<file path="src/rtl/regfile_2r1w.sv">
// DEPTH x WIDTH register file: one synchronous write port, two registered read ports with valid flags.
// Optional macro WRITE_BYPASS_EN forwards same-cycle write data to a read of the same address.
module regfile_2r1w #(
    parameter int WIDTH    = 16,
    parameter int ADDR_W   = 4,
    parameter int ZERO_REG = 0
) (
    input  logic              clk,
    input  logic              rst,
    input  logic              wr_en,
    input  logic [ADDR_W-1:0] wr_addr,
    input  logic [WIDTH-1:0]  wr_data,
    input  logic              rd_en_a,
    input  logic [ADDR_W-1:0] rd_addr_a,
    output logic [WIDTH-1:0]  rd_data_a,
    output logic              rd_valid_a,
    input  logic              rd_en_b,
    input  logic [ADDR_W-1:0] rd_addr_b,
    output logic [WIDTH-1:0]  rd_data_b,
    output logic              rd_valid_b
);

    localparam int DEPTH = 1 << ADDR_W;

    // Storage lives in flops because reset must clear every entry at once.
    logic [WIDTH-1:0] mem_q [DEPTH];
    logic [WIDTH-1:0] mem_d [DEPTH];
    logic             wr_commit;

    logic [1:0]             rd_en_v;
    logic [1:0][ADDR_W-1:0] rd_addr_v;

    assign rd_en_v   = {rd_en_b, rd_en_a};
    assign rd_addr_v = {rd_addr_b, rd_addr_a};

    always_comb begin
        wr_commit = wr_en && !((ZERO_REG != 0) && (wr_addr == '0));
        for (int i = 0; i < DEPTH; i++) begin
            mem_d[i] = mem_q[i];
        end
        if (wr_commit) begin
            mem_d[wr_addr] = wr_data;
        end
    end

    always_ff @(posedge clk or posedge rst) begin
        if (rst) begin
            for (int i = 0; i < DEPTH; i++) begin
                mem_q[i] <= '0;
            end
        end else begin
            for (int i = 0; i < DEPTH; i++) begin
                mem_q[i] <= mem_d[i];
            end
        end
    end

    for (genvar gi = 0; gi < 2; gi++) begin : g_rd
        logic [WIDTH-1:0] rd_word;
        logic [WIDTH-1:0] data_d;
        logic [WIDTH-1:0] data_q;
        logic             valid_d;
        logic             valid_q;

        always_comb begin
            rd_word = mem_q[rd_addr_v[gi]];
`ifdef WRITE_BYPASS_EN
            if (wr_commit && (wr_addr == rd_addr_v[gi])) begin
                rd_word = wr_data;
            end
`endif
            // The zero register overrides any forwarded value.
            if ((ZERO_REG != 0) && (rd_addr_v[gi] == '0)) begin
                rd_word = '0;
            end
            data_d  = data_q;
            valid_d = rd_en_v[gi];
            if (rd_en_v[gi]) begin
                data_d = rd_word;
            end
        end

        always_ff @(posedge clk or posedge rst) begin
            if (rst) begin
                data_q  <= '0;
                valid_q <= 1'b0;
            end else begin
                data_q  <= data_d;
                valid_q <= valid_d;
            end
        end
    end

    assign rd_data_a  = g_rd[0].data_q;
    assign rd_valid_a = g_rd[0].valid_q;
    assign rd_data_b  = g_rd[1].data_q;
    assign rd_valid_b = g_rd[1].valid_q;

endmodule

</file>
<file path="config.mk">
export PLATFORM = sky130hd
export DESIGN_NAME = regfile_2r1w
export DESIGN_NICKNAME = d
export VERILOG_FILES = /design/src/rtl/regfile_2r1w.sv
export SDC_FILE = /design/constraint.sdc
export NUM_CORES = 1
export LEC_CHECK = 0
export CAP_MARGIN = 10
export CORE_MARGIN = 5
export CORE_UTILIZATION = 55
export CTS_CLUSTER_DIAMETER = 50
export DETAILED_ROUTE_END_ITERATION = 10
export PLACE_DENSITY = 0.81
export RECOVER_POWER = 100
export SYNTH_ARGS = -nofsm -noshare
export SYNTH_HDL_FRONTEND = slang
export SYNTH_SLANG_ARGS = --single-unit
</file>
<file path="constraint.sdc">
create_clock -name clk -period 19.4 [get_ports clk]
set_input_delay 3.88 -clock clk [delete_from_list [all_inputs] [get_ports clk]]
set_output_delay 3.88 -clock clk [all_outputs]
set_load 0.005 [all_outputs]
</file>
-- Word-level counts from Yosys, hierarchy flattened
Index checks and enable logic that the tools add are counted.
- register bits after elaboration: 290
- input port bits: 33
- output and inout port bits: 34
- logic and storage cells: 37
- order comparisons: 4
- mux-type cells: 9
- bitwise operators: 3
- reductions and logical operators: 1
- operators with widths (kind ; number):
    bitwise mux 256 bit ; 1
    binary-select mux 16 bit (select 4 bit) ; 2
    two-way mux 16 bit ; 5
    demux 16 bit (select 4 bit) ; 1
    greater-or-equal comparator 5 bit, second input constant ; 3
    inverter 4 -> 5 bit ; 3
    < comparator 5 x 1 -> 1 bit, second input constant ; 1
    logical AND 1 bit ; 1

-- Depth between registers and ports, before layout
Gate-level depths: netlist (run 1).
- word-level depth: 6
- gate-level depth with buffers: 6
- depth with buffers taken out: 3

-- Least setup slack after synthesis (run 1)
No wires, ideal clock.
- kind: input to register
- start point: input port wr_addr[2]
- end point: register mem_q[128] (netlist name)
- setup time: 0.125 ns
- data arrival time: 5.168 ns
- slack: 14.108 ns
- cell stages on the path: 5
- buffers on the path: 2
- cells stage by stage: buf_4 -> nand3_1 -> nor3b_2 -> buf_4 -> mux2_2
- word-level cells in the longest chain between the ends: 6
- elaborated cells on any way between the ends: 7
- those cells by class: 2 x order compare; 3 x mux; 1 x bitwise; 1 x reduce/logical
- ends and longest elaborated chain (what ; line ; text):
    start, declared ; 11 ; input logic [ADDR_W-1:0] wr_addr,
    inverter 4 -> 5 bit (implied by the code) * ; 42 ; mem_d[wr_addr] = wr_data;
    greater-or-equal comparator 5 bit (implied by the code) / < comparator 5 x 1 -> 1 bit (equally long branches) ; 42 ;
    logical AND 1 bit (implied by the code) ; 42 ;
    two-way mux 16 bit (implied by the code) ; 42 ;
    demux 16 bit (select 4 bit) * ; 42 ;
    bitwise mux 256 bit * ; 42 ;
    end signal, assigned by index ; 53 ; mem_q[i] <= mem_d[i];
    end, declared ; 26 ; logic [WIDTH-1:0] mem_q [DEPTH];
Every way passes the cells marked *; elsewhere a longest branch is shown, timed or not.
A chain may end at the register's enable or synchronous reset.

==> impl_results.md, run 1 <==
* Status: finished, violations left
* Failing checks: max-capacitance violations, max-slew violations
* Post-synth top area share at 49.46%
* # nets final at 986
* Max-Cap Viols at 13
* Synth Area in Simple Gates at 2.294%
* Initial Util at 56.14%
* Crit path launch type: primary input
* Unrepaired setup endpoints after global routing: no
* Largest family of logic cells by synthesized area: multiplexers
* Synth Area in Adders at 0%
* CTS Hold Bufs at 0
* Initial antenna violation count at 0
* Highest net fanout along the worst path at 122
* Commonest non-fill, non-tap cell in the layout: dfrtp_1
* CP bufs+invs at 2
* Largest net degree at the start of global routing at 170
* H-tree levels at 2
* Clk_lat worst skew at 0.50 ns
* TritonCTS Buffers at 35
* PortBufs at 66
* Hold slack at 0.5199 ns
* Synth top area cells: dfrtp_1 (49%), mux4_2 (20%), mux2_2 (19%)
* Die area at 0.03004 mm^2
* Post-synthesis cell count at 925
* Share of synthesized area spent on multiplexers at 41.74%
* Primary FF master, synth: dfrtp_1
* Worst setup margin at 11.53 ns
* Post-synthesis compound-gate area fraction at 3.275%
* Routed Antenna Nets at 0
* Congestion Overflow GR at 0
* Root buffer cell: clkbuf_16
* Setup tns final at 0 ns
* # clock sinks at 290
* Place WS at 12.94 ns
* Vias in the first global route at 9612
* CTS max path bufs at 3
* Crit path time final at 7.868 ns
* Syn nets at 958
* Yosys top cell by area: dfrtp_1
* Synth cell types at 29
* Hold WC Path Type: reg2reg
* Max stage delay on crit path at 2.94 ns
* Pwr per Cell Area at 114.6 mW/mm^2
* Area Overhead vs Synth at 12.11%
* CTS tree: built
* Crit path DAT at 7.51 ns
* Fin crit share at 40.56%
* VDD IR max at 0.00005655 V
* Commonest cells after routing, fill and taps aside: dfrtp_1 (290), mux2_2 (243), mux4_2 (128)
* DRC at 0
* Family with the most delay on the worst path: buffers and inverters
* Yosys warns at 0
* GPL Wtd Cong at 0.7436
* CP cell instances: dlygate4sd3_1 -> clkinvlp_2
* Flops & latches, synth at 290
* Post-DP HPWL at 21.38 mm
* Worst-Margin Slew at 5.346 ns
* Core Region at 0.02613 mm^2
* GRT Overall Usage at 25.05%
* Seq/Total Area, Yosys at 49.46%
* Number of I/O pins at 67
* Die W at 173.3 um
* EDFF count, synth at 0
* Crit path kind: in2async
* Number of gates resized after cts at 0
* Site row count at 59
* Ys async rst share at 100.0%
* Xor and xnor area share after synthesis at 0%
* Share of cells above drive strength 1 at 44.93%
* Wire length per cell at 28.31 um
* Routed vias at 9075
* Max-slew headroom at -258.4%
* Critical Path RT at 19.04 ns
* Fin. max-slew vios at 356
* Setup Skew at 0.01019 ns
* Leakage at 6.754 nW
* Syn Std Cell Area at 0.01467 mm^2
* Post-CTS Setup Repair Bufs at 0
* First-pass GRT wire length at 58.53 mm
* Die Y at 173.3 um
* Routed wire length at 37.18 mm
* Final setup vio count at 0
* Hold Violations, Final at 0
* Slowest CP cell: clkinvlp_2
* Vias per Instance at 6.912
* Worst-path clk slew at 0.05 ns
* Detailed Routing Iterations Pass 1 at 5
* FMAX at 127.1 MHz
* Mean Syn Cell Area at 15.86 um^2
* DRT iter0 DRCs at 913
* CP Capture Type: async pin
[Yosys cell counts, types with 5 or more instances]
library cell  instances
nor2_1               33
mux2i_1              32
dfrtp_1             290
clkbuf_1             31
mux4_2              128
a221oi_1             32
buf_2                37
nand2b_1              5
o22ai_1              32
mux2_4               10
mux2_2              246
buf_1                 6
buf_4                17
[power by group]
part	leakage [nW]	internal (mW)	switching [mW]	total [mW]
clock network	0.564	0.402	0.252	0.654
logic	2.66	0.246	0.139	0.385
registers	3.53	0.744	0.102	0.846
[layer usage]
metal	vias to the layer above	wire [um]	track usage (%)
met5	-	0	0
met4	0	1010	7.117
met3	79	2499	4.253
met2	378	18890	41.84
met1	4940	14770	34.43
li1	3678	-	-
[through the flow]
step	power (mW)	utilization [%]	cell area (um^2)	std cells
2_1_floorplan	1.122	-	14670	925
3_3_place_gp	1.223	59.06	15430	1251
3_5_place_dp	1.247	59.06	15430	1251
4_1_cts	1.904	63.50	16590	1312
5_1_grt	1.967	62.93	16450	1312
6_report	1.885	62.94	16450	1313
[state kept, by name (all words and copies together), names as in the netlist]
register	flops
mem_q	256
rd_data_b	16
rd_valid_b	1
rd_valid_a	1
rd_data_a	16
[logic make-up (layout without fill, tap and decap cells)]
logic type	count (synthesis)	count (layout)
flip-flops	290	290
other	0	1
buffers and inverters	94	146
AND/OR/NAND/NOR	61	61
AO/OA/AOI/OAI	64	64
multiplexers	416	416
[worst paths after layout]
path	start	endpoint	slack, ns	cells after the start
max	rst	mem_q[162]$_DFFE_PP0P_	11.53	2
min	mem_q[213]$_DFFE_PP0P_	mem_q[213]$_DFFE_PP0P_	0.52	1
max reg2reg	mem_q[31]$_DFFE_PP0P_	rd_data_a[15]$_DFFE_PP0P_	17.84	3
min reg2reg	mem_q[213]$_DFFE_PP0P_	mem_q[213]$_DFFE_PP0P_	0.52	1
max in group clk	wr_addr[3]	mem_q[203]$_DFFE_PP0P_	11.77	4
min in group asynchronous	rst	mem_q[213]$_DFFE_PP0P_	5.46	2
[cell type report]
class | instances | area, um^2
Clock buffer | 48 | 997.2
Tap cell | 335 | 419.2
Clock inverter | 13 | 162.7
Fill cell | 1881 | 9684
Multi-Input combinational cell | 541 | 6865
Timing Repair Buffer | 84 | 739.5
Sequential cell | 290 | 7257
Antenna cell | 1 | 2.502
Inverter | 1 | 5.005
Power figures use the tool's default switching activity.
==> run 2, diff against run 1 <==
==> constraint.sdc (replaced) <==
create_clock -name clk -period 8.2 [get_ports clk]
set_input_delay 1.64 -clock clk [delete_from_list [all_inputs] [get_ports clk]]
set_output_delay 1.64 -clock clk [all_outputs]
set_load 0.005 [all_outputs]
==> impl_results.md, run 2 (synthesis gave the netlist of run 1 again) <==
* Top reg by flops: mem_q
* Worst-Margin Slew at 2.806 ns
* Number of I/O pins at 67
* Place WS at 4.075 ns
* Die Y at 173.3 um
* Commonest cells after routing, fill and taps aside: dfrtp_1 (290), mux2_2 (245), mux4_2 (128)
* Crit path time final at 4.857 ns
* CTS max path bufs at 3
* Setup tns final at 0 ns
* Leakage at 6.693 nW
* Root buffer cell: clkbuf_16
* CP Capture Type: flip-flop
* Vias per Instance at 6.795
* Hold WC Path Type: reg2reg
* DRC at 0
* First-pass GRT wire length at 57.17 mm
* Routed Antenna Nets at 0
* Worst setup margin at 3.343 ns
* H-tree levels at 1
* Die W at 173.3 um
* Max-Cap Viols at 10
* CTS tree: built
* Vias in the first global route at 9533
* Critical Path RT at 8.52 ns
* Core Region at 0.02613 mm^2
* Crit path launch type: primary input
* Max-slew headroom at -88.49%
* Fin crit share at 59.23%
* TritonCTS Buffers at 31
* Area Overhead vs Synth at 11.08%
* FMAX at 205.9 MHz
* Number of diodes at 0
* Highest net fanout along the worst path at 34
* Unrepaired setup endpoints after global routing: no
* Reg-to-reg startpoint: mem_q[31]$_DFFE_PP0P_
* Share of cells above drive strength 1 at 44.89%
* Site row count at 59
* Routed vias at 8861
* Crit path kind: in2reg
* Post-CTS Setup Repair Bufs at 0
* Post-Layout Cell Count at 1304
* Wire length per cell at 28.06 um
* CTS Hold Bufs at 0
* Number of gates resized after cts at 0
* Status: finished, violations left
* GRT Overall Usage at 24.55%
* GPL Wtd Cong at 0.7786
* Post-DP HPWL at 22.08 mm
* VDD IR max at 0.0001646 V
* DRT iter0 DRCs at 892
* Crit path DAT at 5.18 ns
* Hold Violations, Final at 0
* # clock sinks at 290
* Crit path from: rd_en_a
* Failing checks: max-capacitance violations, max-slew violations
* Final setup vio count at 0
* Detailed Routing Iterations Pass 1 at 5
* Fin. max-slew vios at 198
* PortBufs at 66
* Initial Util at 56.14%
* Initial antenna violation count at 1
* Commonest non-fill, non-tap cell in the layout: dfrtp_1
* Worst-path clk slew at 0.06 ns
* Hold wc startpoint: mem_q[212]$_DFFE_PP0P_
* Congestion Overflow GR at 0
* # nets final at 983
* Pwr per Cell Area at 263.3 mW/mm^2
* Routed wire length at 36.59 mm
* Largest register FFs at 256
* Cells after DPL at 1252
* Largest net degree at the start of global routing at 191
* Die area at 0.03004 mm^2
* Clk_lat worst skew at 0.55 ns
* Setup Skew at 0.008096 ns
run 2: per-layer routing:
metal / part of all wire, % / wire length [um] / track usage [%]
met3: 6.6 / 2433 / 5.300
met1: 38 / 14070 / 31.64
met5: 0.057 / 21 / 0
met2: 51 / 18620 / 41.41
met4: 3.9 / 1445 / 9.012
run 2: per-stage QoR:
| step | instance area, um^2 | hold WS (ns) | total power, mW | util, % |
|---|---|---|---|---|
| after CTS | 16440 | 0.5232 | 4.336 | 62.90 |
| after global routing | 16300 | 0.5348 | 4.480 | 62.36 |
| after global placement | 15440 | 0.4993 | 2.894 | 59.08 |
| after floorplan | 14680 | 0.4911 | 2.656 | - |
| after detailed placement | 15440 | 0.5110 | 2.953 | 59.08 |
| final | 16300 | 0.5119 | 4.291 | 62.36 |
run 2: worst max-delay path, cell delays in order:
cell,delay (ns)
dlygate4sd3_1,0.52
clkbuf_1,1.40
and2_0,1.32
a221oi_1,0.29
run 2: final cells by class:
class / instances / area (um^2)
inverter: 1 / 5.005
clock buffer: 44 / 884.6
clock inverter: 8 / 115.1
multi-input combinational: 541 / 6865
timing repair buffer: 85 / 750.7
fill: 1887 / 9836
sequential: 290 / 7257
tap: 335 / 419.2
run 2: final timing paths:
kind / cells past startpoint / slack (ns) / to
worst max-delay path: 4 / 3.34 / rd_data_a[5]$_DFFE_PP0P_
worst min-delay path: 1 / 0.51 / mem_q[212]$_DFFE_PP0P_
worst max register to register: 3 / 6.69 / rd_data_a[15]$_DFFE_PP0P_
worst min register to register: 1 / 0.51 / mem_q[212]$_DFFE_PP0P_
max in group asynchronous: 3 / 5.05 / mem_q[241]$_DFFE_PP0P_
min in group asynchronous: 2 / 1.67 / mem_q[183]$_DFFE_PP0P_
run 2: power by group:
group          total, mW  leakage (nW)  internal, mW  switching, mW
Combinational      0.911          2.66         0.582          0.329
Sequential          1.99          3.53          1.76          0.235
Clock               1.39         0.495         0.834          0.551
